<file path="config.mk">
export PLATFORM = sky130hd
export DESIGN_NAME = mywatch_stopwatch
export DESIGN_NICKNAME = d
export VERILOG_FILES = /design/src/rtl/mywatch_pkg.sv /design/src/rtl/mywatch_stopwatch_sync_rise_det.sv /design/src/rtl/mywatch_stopwatch.sv
export SDC_FILE = /design/constraint.sdc
export NUM_CORES = 1
export LEC_CHECK = 0
export BUFFER_PORTS_ARGS = -buffer_cell sky130_fd_sc_hd__buf_2
export CAP_MARGIN = 0
export CORE_UTILIZATION = 40
export DETAILED_ROUTE_END_ITERATION = 10
export SYNTH_ARGS = -nofsm -noshare
export SYNTH_HDL_FRONTEND = slang
export SYNTH_HIERARCHICAL = 1
export SYNTH_SLANG_ARGS = --single-unit
</file>
<file path="constraint.sdc">
create_clock -name CLOCK -period 3 [get_ports CLOCK]
set_input_delay 0.6 -clock CLOCK [delete_from_list [all_inputs] [get_ports CLOCK]]
set_output_delay 0.6 -clock CLOCK [all_outputs]
set_load 0.05 [all_outputs]
</file>
<file path="src/rtl/mywatch_pkg.sv">
// Shared types and constants for the MyWatch stopwatch core.
package mywatch_pkg;

    // Width of one BCD digit.
    localparam int DIGIT_W = 4;

    // Counting limits, expressed as two-digit decimal values.
    localparam int CS_MAX  = 99;
    localparam int SEC_MAX = 59;
    localparam int MIN_MAX = 59;

    typedef logic [DIGIT_W-1:0] digit_t;
    typedef logic [2*DIGIT_W-1:0] bcd2_t;

    typedef enum logic [1:0] {
        IDLE  = 2'd0,
        RUN   = 2'd1,
        PAUSE = 2'd2
    } state_t;

    // Full six-digit count, most significant digit first.
    typedef struct packed {
        digit_t min_t;
        digit_t min_o;
        digit_t sec_t;
        digit_t sec_o;
        digit_t cs_t;
        digit_t cs_o;
    } count_t;

    // Result of incrementing one two-digit field.
    typedef struct packed {
        logic  wrap;
        bcd2_t val;
    } inc2_t;

    // Increment a packed two-digit BCD field that wraps to 00 after max.
    function automatic inc2_t bcd2_inc(input bcd2_t v, input int max);
        inc2_t  r;
        digit_t tens;
        digit_t ones;
        tens   = v[2*DIGIT_W-1:DIGIT_W];
        ones   = v[DIGIT_W-1:0];
        r.wrap = 1'b0;
        if (tens == digit_t'(max / 10) && ones == digit_t'(max % 10)) begin
            r.val  = '0;
            r.wrap = 1'b1;
        end else if (ones >= digit_t'(9)) begin
            r.val = {tens + digit_t'(1), digit_t'(0)};
        end else begin
            r.val = {tens, ones + digit_t'(1)};
        end
        return r;
    endfunction

endpackage

</file>
<file path="src/rtl/mywatch_stopwatch_sync_rise_det.sv">
// Two-flop synchronizer followed by a one-cycle rising-edge detector.
module sync_rise_det (
    input  logic clk,
    input  logic rst,
    input  logic din,
    output logic rise
);

    logic meta_q;
    logic sync_q;
    logic prev_q;

    // Synchronize the asynchronous level and keep its previous value.
    always_ff @(posedge clk or posedge rst) begin
        if (rst) begin
            meta_q <= 1'b0;
            sync_q <= 1'b0;
            prev_q <= 1'b0;
        end else begin
            // NOTE: non-blocking so every flop samples the pre-edge value, forming a true shift chain.
            meta_q <= din;
            sync_q <= meta_q;
            prev_q <= sync_q;
        end
    end

    // High for exactly one cycle per synchronized 0->1 transition.
    assign rise = sync_q & ~prev_q;

endmodule

</file>
<file path="src/rtl/mywatch_stopwatch.sv">
// Stopwatch core: key/tick conditioning, run/pause FSM, BCD count with
// carry chain, lap snapshot and registered display outputs.
module mywatch_stopwatch
    import mywatch_pkg::*;
(
    input  logic       CLOCK,
    input  logic       RESET,
    input  logic       tick_in,
    input  logic       key_start_stop,
    input  logic       key_clear,
    input  logic       key_lap,
    output logic [7:0] cs_bcd,
    output logic [7:0] sec_bcd,
    output logic [7:0] min_bcd,
    output logic       running,
    output logic       lap_held,
    output logic       overflow
);

    // Conditioned one-cycle event pulses.
    logic tick_p;
    logic ss_p;
    logic clr_p;
    logic lap_p;

    sync_rise_det u_tick (.clk(CLOCK), .rst(RESET), .din(tick_in),        .rise(tick_p));
    sync_rise_det u_ss   (.clk(CLOCK), .rst(RESET), .din(key_start_stop), .rise(ss_p));
    sync_rise_det u_clr  (.clk(CLOCK), .rst(RESET), .din(key_clear),      .rise(clr_p));
    sync_rise_det u_lap  (.clk(CLOCK), .rst(RESET), .din(key_lap),        .rise(lap_p));

    state_t state_q;
    state_t state_d;

    logic   count_en;
    logic   lap_toggle;
    logic   lap_force_off;

    count_t cnt_q;
    count_t cnt_d;
    count_t snap_q;
    count_t snap_d;
    count_t disp_d;
    logic   wrap;
    logic   lap_d;
    logic   ovf_d;

    inc2_t  cs_inc;
    inc2_t  sec_inc;
    inc2_t  min_inc;

    // FSM state register.
    always_ff @(posedge CLOCK or posedge RESET) begin
        if (RESET) begin
            state_q <= IDLE;
        end else begin
            state_q <= state_d;
        end
    end

    // FSM next state: clear wins over start/stop.
    always_comb begin
        // NOTE: default assignment first so no path through this block leaves state_d unassigned (no latch).
        state_d = state_q;
        if (clr_p) begin
            state_d = IDLE;
        end else if (ss_p) begin
            unique case (state_q)
                IDLE:    state_d = RUN;
                RUN:     state_d = PAUSE;
                PAUSE:   state_d = RUN;
                default: state_d = IDLE;
            endcase
        end
    end

    // FSM control outputs, judged by the current state and same-cycle priority.
    always_comb begin
        count_en      = 1'b0;
        lap_toggle    = 1'b0;
        lap_force_off = 1'b0;
        if (!clr_p) begin
            // A tick in RUN counts even when start/stop moves us to PAUSE.
            count_en = tick_p && (state_q == RUN);
            if (lap_p && !ss_p) begin
                if (state_q == RUN) begin
                    lap_toggle = 1'b1;
                end else begin
                    lap_force_off = 1'b1;
                end
            end
        end
    end

    // Six-digit BCD carry chain; wraps 59:59.99 to 00:00.00.
    always_comb begin
        cs_inc  = bcd2_inc({cnt_q.cs_t,  cnt_q.cs_o},  CS_MAX);
        sec_inc = bcd2_inc({cnt_q.sec_t, cnt_q.sec_o}, SEC_MAX);
        min_inc = bcd2_inc({cnt_q.min_t, cnt_q.min_o}, MIN_MAX);
        cnt_d   = cnt_q;
        wrap    = 1'b0;
        if (clr_p) begin
            cnt_d = '0;
        end else if (count_en) begin
            {cnt_d.cs_t, cnt_d.cs_o} = cs_inc.val;
            if (cs_inc.wrap) begin
                {cnt_d.sec_t, cnt_d.sec_o} = sec_inc.val;
                if (sec_inc.wrap) begin
                    {cnt_d.min_t, cnt_d.min_o} = min_inc.val;
                    wrap = min_inc.wrap;
                end
            end
        end
    end

    // Lap hold, snapshot capture, sticky overflow and displayed value.
    always_comb begin
        lap_d  = lap_held;
        snap_d = snap_q;
        if (clr_p) begin
            lap_d = 1'b0;
        end else if (lap_toggle) begin
            lap_d = ~lap_held;
        end else if (lap_force_off) begin
            lap_d = 1'b0;
        end
        // Snapshot takes the value the live count lands on at the freeze edge.
        if (lap_d && !lap_held) begin
            snap_d = cnt_d;
        end
        ovf_d  = clr_p ? 1'b0 : (overflow | wrap);
        disp_d = lap_d ? snap_d : cnt_d;
    end

    // Count, snapshot and flag registers.
    always_ff @(posedge CLOCK or posedge RESET) begin
        if (RESET) begin
            cnt_q    <= '0;
            snap_q   <= '0;
            lap_held <= 1'b0;
            overflow <= 1'b0;
        end else begin
            cnt_q    <= cnt_d;
            snap_q   <= snap_d;
            lap_held <= lap_d;
            overflow <= ovf_d;
        end
    end

    // Registered display outputs, aligned with the state/count update.
    always_ff @(posedge CLOCK or posedge RESET) begin
        if (RESET) begin
            cs_bcd  <= 8'h00;
            sec_bcd <= 8'h00;
            min_bcd <= 8'h00;
            running <= 1'b0;
        end else begin
            cs_bcd  <= {disp_d.cs_t,  disp_d.cs_o};
            sec_bcd <= {disp_d.sec_t, disp_d.sec_o};
            min_bcd <= {disp_d.min_t, disp_d.min_o};
            running <= (state_d == RUN);
        end
    end

endmodule
</file>
; ---- After elaboration in Yosys (flattened, before gate mapping)
; Index checks and enable logic that the tools add are counted.
; W data, S select, Z words.
[totals]
input_bits = 6
reg_bits = 89
out_inout_bits = 27
[op_classes]
mux = 33
n_reduce_logical = 10
order_cmp = 3
add_sub_neg = 6
bitwise_logic = 10
eq_ne = 9
[op_table]
columns = cell, count
row1 = $mux W24, 4
row2 = $mux W8, 7
row3 = $add A4 B1 Y4 const B, 6
row4 = $mux W1, 18
row5 = $eq A4 B4 Y1 const B, 4
row6 = $mux W16, 1
row7 = $ge A4 B4 Y1 const B, 3
row8 = $eq A4 B3 Y1 const B, 2
row9 = $logic_and A1 B1 Y1, 6
row10 = $not A1 Y1, 5
row11 = $and A1 B1 Y1, 4
row12 = $eq A2 B1 Y1 const B, 2
row13 = $mux W2, 2
row14 = $pmux W2 S2, 1
row15 = $eq A2 B2 Y1 const B, 1
row16 = $logic_not A1 Y1, 2
row17 = $logic_not A2 Y1, 1
row18 = $reduce_or A2 Y1, 1
row19 = $or A1 B1 Y1, 1

; ---- Logic depth before layout (Yosys ltp)
; Gate-level depths: netlist (run 1).
[logic_depth]
ltp_word = 12
mapped_depth = 7
ltp_nobuf = 7

; ---- By module
; The synthesis (run 1) kept the hierarchy.
[by_module_without_submodules]
columns = module, instances, cells_per_inst, area_per_inst_um2, seq_area_each_um2
row1 = mywatch_stopwatch, 1, 343, 3652.3, 1926.8
row2 = sync_rise_det, 4, 5, 92.6, 75.1

; ---- Worst setup path before layout (run 1)
; Ideal clock, no wire load.
[synth_timing]
path_type = register to register
startpoint = register cnt_q[8] (netlist name)
endpoint = register sec_bcd[6]
required_time_ns = 2.875
path_stages_with_launch = 7
synth_period_minus_slack_ns = 1.869
slack_ns = 1.131
t_arrival_ns = 1.744
cell_sequence = dfrtp_1 > ha_1 > or3b_2 > nand2_1 > or4_1 > a21oi_2 > mux2_2
[synth_lines]
columns = item, line_no
row1 = start: declaration, mywatch_stopwatch.sv:38  ; count_t cnt_q;
row2 = start signal: assignment, mywatch_stopwatch.sv:142  ; cnt_q <= cnt_d;
row3 = end signal: assignment, mywatch_stopwatch.sv:158  ; sec_bcd <= {disp_d.sec_t, disp_d.sec_o};
row4 = end: declaration, mywatch_stopwatch.sv:13  ; output logic [7:0] sec_bcd,

==> impl_metrics.tcl, run 1 <==
set metrics [dict create \
    synth.cells.most_frequent "dfrtp_1 (89), nor2_1 (40), nand2_1 (33), o21ai_0 (21), inv_1 (20)" \
    cp_max_fo 6 \
    cell_depth_of_the_worst_flop_to_flop_path 6 \
    cts_buffers 9 \
    totalWireLength_um 7790 \
    maxSlewViolCount 0 \
    fp-row-count 36 \
    area_growth_pct 12.6 \
    tightestPinTransition_ns 0.696 \
    vias_per_cell 5.19 \
    ys_async_sr_fraction_pct 100 \
    fillers 926 \
    detailed_place_hpwl_um 5350 \
    design_power_total_uw 2330 \
    synth.most_common_cell "dfrtp_1" \
    ys_top_cells_by_area "dfrtp_1 (55%), ha_1 (4.7%), nor2_1 (3.7%)" \
    run_status "finished, final reports clean" \
    core-area_um2 9770 \
    final-seq-area_um2 2230 \
    ys_warn_count 6 \
    global_route_wire_length_before_repair_um 13600 \
    synthFlopType "dfrtp_1" \
    grt_setup_unrepaired "no" \
    achievable-frequency_mhz 477 \
    arrival_ns 2.36 \
    initial_core_util_pct 41.2 \
    ios 33 \
    maximum_vdd_ir_drop_uv 314 \
    cap_violations 0 \
    tritoncts_clock_tree "yes" \
    placement.io_buffers 32 \
    firstDrtPassIters 5 \
    clk_pin_slew_ns 0.08 \
    final_period_minus_worst_setup_slack_ns 2.10 \
    fin_worst_skew_ns 0.0111 \
    global_placement_routability_congestion 0.788 \
    synth_top_cell_by_area "dfrtp_1" \
    netlist.area_leader.share_pct 55.4 \
    remaining_drc_errors 0 \
    post_synth.cell_area_avg_um2 11.1 \
    maximum_number_of_pins_on_one_net_before_global_route_repair 55 \
    power_per_cell_area_nw_per_um2 513 \
    crit_path_start_kind "flip-flop" \
    sum_neg_setup_slack_ns 0 \
    end_kind "flip-flop" \
    leakage_power_uw 0.00218 \
    cts_resized 0 \
    yosys_register_bits 89 \
    worstSkewPairLatency_ns 0.36 \
    gr-total-overflow 0 \
    synth_enable_flop_cells 0 \
    worst_min_delay_path_category "in -> async" \
    postCtsSetupRepairBufs 0 \
    netlist_area_before_placement_um2 4020 \
    cts.path.max_buffers 2 \
    ctsHoldBuffers 0 \
    drive_above_1_share_pct 22.1 \
    antenna_cells 0 \
    htree_num_levels 3 \
    period_share_pct 69.9 \
    layout_nets 419 \
    final-hold-violation-count 0 \
    ant_nets 0 \
    wl_per_cell_um 14.5 \
    root_buffer "clkbuf_8" \
    slew_headroom_pct 53.1 \
    die_height_um 102 \
    vias 2783 \
    fp.dieW_um 102 \
    clock-sinks 89 \
    grt_usage_pct 17.0 \
    first_iter_violations 131 \
    antenna_violations_before_repair 0 \
    first_global_vias 2850 \
    worstSetupPathType "reg -> reg" \
    synth_seq_area_share_pct 55.4 \
    post_synth_inst_count 363 \
    multi_input_area_um2 1660 \
    report.final.setup_viol 0 \
    crit_required_ns 3.27 \
    floorplan.die_area_um2 10500 \
    synth_cell_types 55 \
    number_of_nets_in_the_synthesized_netlist 384 \
]
==> cell type report <==
class / instances / share of cell area [%]
Multi-Input combinational cell: 240 / 36.5
Tap cell: 133 / 3.67
Clock inverter: 4 / 1.19
Inverter: 20 / 1.66
Clock buffer: 12 / 2.98
Timing Repair Buffer: 38 / 4.81
Sequential cell: 89 / 49.2
==> power by group <==
group          switching (uW)  leakage (uW)  internal, uW
registers                26.2       0.00121          1240
logic                     187      0.000880          72.8
clock network             412     0.0000868           388
total                     625       0.00218          1700
==> path summary, 6_finish.rpt <==
kind,from,endpoint,slack [ns]
hold / removal,RESET,u_ss/meta_q,0.14
hold reg to reg,u_tick/meta_q,u_tick/sync_q,0.35
max in group asynchronous,RESET,sec_bcd[7],1.99
min in group CLOCK,key_start_stop,u_ss/meta_q,0.35
setup / recovery,cnt_q[0],cs_bcd[7],0.90
setup reg to reg,cnt_q[0],cs_bcd[7],0.90
==> critical path: stages (launching register included) <==
cell and delay, ns:
dfrtp_1 0.45, ha_1 0.28, or3b_1 0.44, and2_1 0.23, a41oi_1 0.22, o22ai_1 0.17, a211oi_1 0.22
==> logic make-up (layout without fill, tap and decap cells) <==
logic type / count (synthesis) / after routing / share of synthesized area [%]
and+or+nand+nor: 131 / 131 / 18.5
DFF: 89 / 89 / 55.4
AOI/OAI and AO/OA: 71 / 71 / 12.0
xor gates and xnor gates: 5 / 5 / 1.09
adders and majority gates: 15 / 15 / 4.67
muxes: 18 / 18 / 4.88
buffers and inverters: 34 / 74 / 3.48
==> placed cells by master, fill, tap and decap left out, types with 3 or more instances in the layout <==
cell	count
buf_2	32
nand2_1	33
a211oi_1	11
nand2b_1	6
a41oi_1	3
clkbuf_1	3
buf_4	5
ha_1	15
o21ai_0	21
inv_1	19
nand3_1	8
mux2_2	13
and2_1	3
mux2i_1	5
a22o_1	3
dfrtp_1	89
nor2b_4	4
xnor2_1	4
clkbuf_8	9
o31ai_1	5
a21oi_1	12
nor3_1	9
nor2_1	40
==> state kept, by name, indices dropped and copies added (netlist names), 2 cells and up <==
signal / flops
sec_bcd: 8
state_q: 2
cnt_q: 24
snap_q: 24
cs_bcd: 8
min_bcd: 8
==> layer usage <==
layer / wire, um / track usage [%]
met1: 3620 / 21.7
met2: 3750 / 27.7
met3: 305 / 3.83
met4: 116 / 7.36
met5: 0 / 0
==> metrics by stage <==
stage	instance area [um^2]	hold WS [ns]	utilization [%]	std cells	worst slack [ns]
2_1_floorplan	4020	0.331	-	363	0.433
3_3_place_gp	4340	0.332	44.4	520	0.905
3_5_place_dp	4340	0.336	44.4	520	0.920
4_1_cts	4530	0.127	46.4	536	0.901
5_1_grt	4530	0.133	46.4	536	0.743
6_report	4530	0.141	46.4	536	0.904
No activity file was read; power rests on OpenSTA's default activity.
==> inputs of run 2 (changes only) <==
- clock period: 3 -> 1.95 ns (I/O delays scaled with it)
==> run 2 against run 1 <==
Flip-flop and latch count did not move. Routed wire length rose by 10%. Clock power is 74% higher. Hold slack worse by 0.0051 ns. Critical path type unchanged. Critical endpoint is now sec_bcd[6]. Largest cell class unchanged.
==> impl_metrics.tcl, run 2 (synthesis gave the netlist of run 1 again) <==
set metrics [dict create \
    run_status "finished, final reports clean" \
    worst_hold_startpoint "key_start_stop" \
    worst_min_delay_path_category "in -> reg" \
    fp-row-count 36 \
    met3WireLength_um 234 \
    route.layer.met1.wl_um 4060 \
    met2_wirelength_um 4240 \
    timing.critical_path.depth 8 \
    root_buffer "clkbuf_8" \
    worst-r2r-setup-slack_ns 0.03 \
    report.final.setup_viol 0 \
    crit_path_start_kind "flip-flop" \
    ant_nets 0 \
    clk_pin_slew_ns 0.09 \
    tightestPinTransition_ns 0.694 \
    sum_neg_setup_slack_ns 0 \
    global_placement_routability_congestion 0.826 \
    slowest_stage_cell_cp "or4_4" \
    critical-path-top-delay-family "simple AND/OR/NAND/NOR gates" \
    power.sequential.fraction_pct 50.9 \
    whs_path_depth 1 \
    maximum_vdd_ir_drop_uv 325 \
    clock-sinks 89 \
    cell_depth_of_the_worst_flop_to_flop_path 8 \
    worstSetupPathType "reg -> reg" \
    cap_violations 0 \
    cts.path.max_buffers 2 \
    antenna_violations_before_repair 0 \
    crit_required_ns 2.25 \
    grt_usage_pct 16.9 \
    gr-total-overflow 0 \
    switching_power_uw 984 \
    fin_worst_skew_ns 0.0132 \
    worstSkewPairLatency_ns 0.36 \
    htree_num_levels 3 \
    power_per_cell_area_nw_per_um2 741 \
    power.combinational.fraction_pct 12.6 \
    first_global_vias 2691 \
    crit-reg2reg-capture "sec_bcd[6]" \
    leakage_power_uw 0.00249 \
    slew_headroom_pct 53.7 \
    tritoncts_clock_tree "yes" \
    rr_startpoint "cnt_q[9]" \
    most-common-layout-cells "dfrtp_1 (88), buf_4 (41), nor2_1 (37), buf_2 (32), nand2_1 (31)" \
    design_power_total_uw 3820 \
    drive_above_1_share_pct 37.0 \
    remaining_drc_errors 0 \
    firstDrtPassIters 4 \
    totalWireLength_um 8610 \
    setup.worst_path.start "cnt_q[9]" \
    antenna_cells 0 \
    fp.dieW_um 102 \
    cts_buffers 9 \
    topRoutingLayerUsed "met4" \
    p_sw_share_pct 25.8 \
    internal_power_uw 2840 \
    timing.critical_path.buf_inv 2 \
    floorplan.die_area_um2 10500 \
    area_growth_pct 28.1 \
    end_kind "flip-flop" \
    die_height_um 102 \
    global_route_wire_length_before_repair_um 13500 \
    ios 33 \
    cp_max_fo 5 \
    biggestRegsByFlops "cnt_q x24, snap_q x24" \
    final-hold-violation-count 0 \
    period_share_pct 98.2 \
    detailed_place_hpwl_um 5640 \
    initial_core_util_pct 41.2 \
    vias 2919 \
    final_period_minus_worst_setup_slack_ns 1.92 \
    final_common_cell "dfrtp_1" \
    grt_setup_unrepaired "yes" \
    p_clk_share_pct 36.4 \
    first_iter_violations 130 \
    maxSlewViolCount 0 \
    maximum_number_of_pins_on_one_net_before_global_route_repair 40 \
    vias_per_cell 5.04 \
    timing.critical_path.slowest_cell_delay_ns 0.49 \
    wl_per_cell_um 14.9 \
    layout_nets 462 \
    achievable-frequency_mhz 522 \
    placement.io_buffers 32 \
    worstPathCellList "inv_2 -> ha_2 -> or3b_4 -> nand2_4 -> buf_6 -> or4_4 -> a21oi_4 -> mux2_4" \
    worst_setup_path_endpoint "sec_bcd[6]" \
    core-area_um2 9770 \
    arrival_ns 2.22 \
]
run 2: area by class of cell:
cell class / instances / area (um^2)
Clock inverter: 4 / 76.3
Timing Repair Buffer: 81 / 606
Fill cell: 879 / 4620
Clock buffer: 12 / 145
Inverter: 20 / 78.8
Multi-Input combinational cell: 240 / 1850
Tap cell: 133 / 166
Sequential cell: 89 / 2230
run 2: what timing repair did:
action | CTS | global route
endpoints found under the hold margin | 12 | 0
cloned | 0 | 1
pin swaps | 3 | 5
setup endpoints to repair | 14 | 34
hold buffers | 1 | 0
setup buffers | 1 | 8
gates resized for setup | 9 | 42
run 2: metrics by stage:
stage	util [%]	setup slack, ns	instances	cell area (um^2)	hold slack (ns)
3_5_place_dp	47.3	-0.133	552	4620	0.324
2_1_floorplan	-	0.0814	363	4030	0.144
5_1_grt	52.7	-0.0395	579	5150	0.120
4_1_cts	50.0	0.00264	570	4890	0.130
3_3_place_gp	47.3	-0.100	552	4620	0.316
6_report	52.7	0.0344	579	5150	0.136
run 2: how the worst min path moves through the flow:
stage                              end  slack, ns
after global routing       u_ss/meta_q       0.12
final                      u_ss/meta_q       0.14
after floorplan           u_clr/meta_q       0.14
after CTS                  u_ss/meta_q       0.13
after global placement     u_ss/meta_q       0.32
after detailed placement  u_clr/meta_q       0.32
run 2: worst reg2reg max path: cells and delay by family (launching register included):
| family | cells | cell delay [ns] |
|---|---|---|
| AND/OR/NAND/NOR | 3 | 0.80 |
| buffers and inverters | 2 | 0.21 |
| adder cells (fa/ha/maj) | 1 | 0.17 |
| AO/OA/AOI/OAI | 1 | 0.16 |
| multiplexers | 1 | 0.16 |
| flip-flops | 1 | 0.38 |
run 2: per-layer routing:
| metal | vias to the layer above | GRT usage, % |
|---|---|---|
| li1 | 1419 | - |
| met1 | 1439 | 23.3 |
| met2 | 53 | 26.9 |
| met3 | 8 | 3.15 |
| met4 | 0 | 5.49 |
| met5 | - | 0 |
run 2: power groups by stage:
stage          logic, uW  registers, uW  clock network [uW]
2_1_floorplan        204           2080                   0
3_3_place_gp         452           1980                   0
3_5_place_dp         458           1980                   0
4_1_cts              462           1940                1430
5_1_grt              530           1950                1530
6_report             483           1950                1390
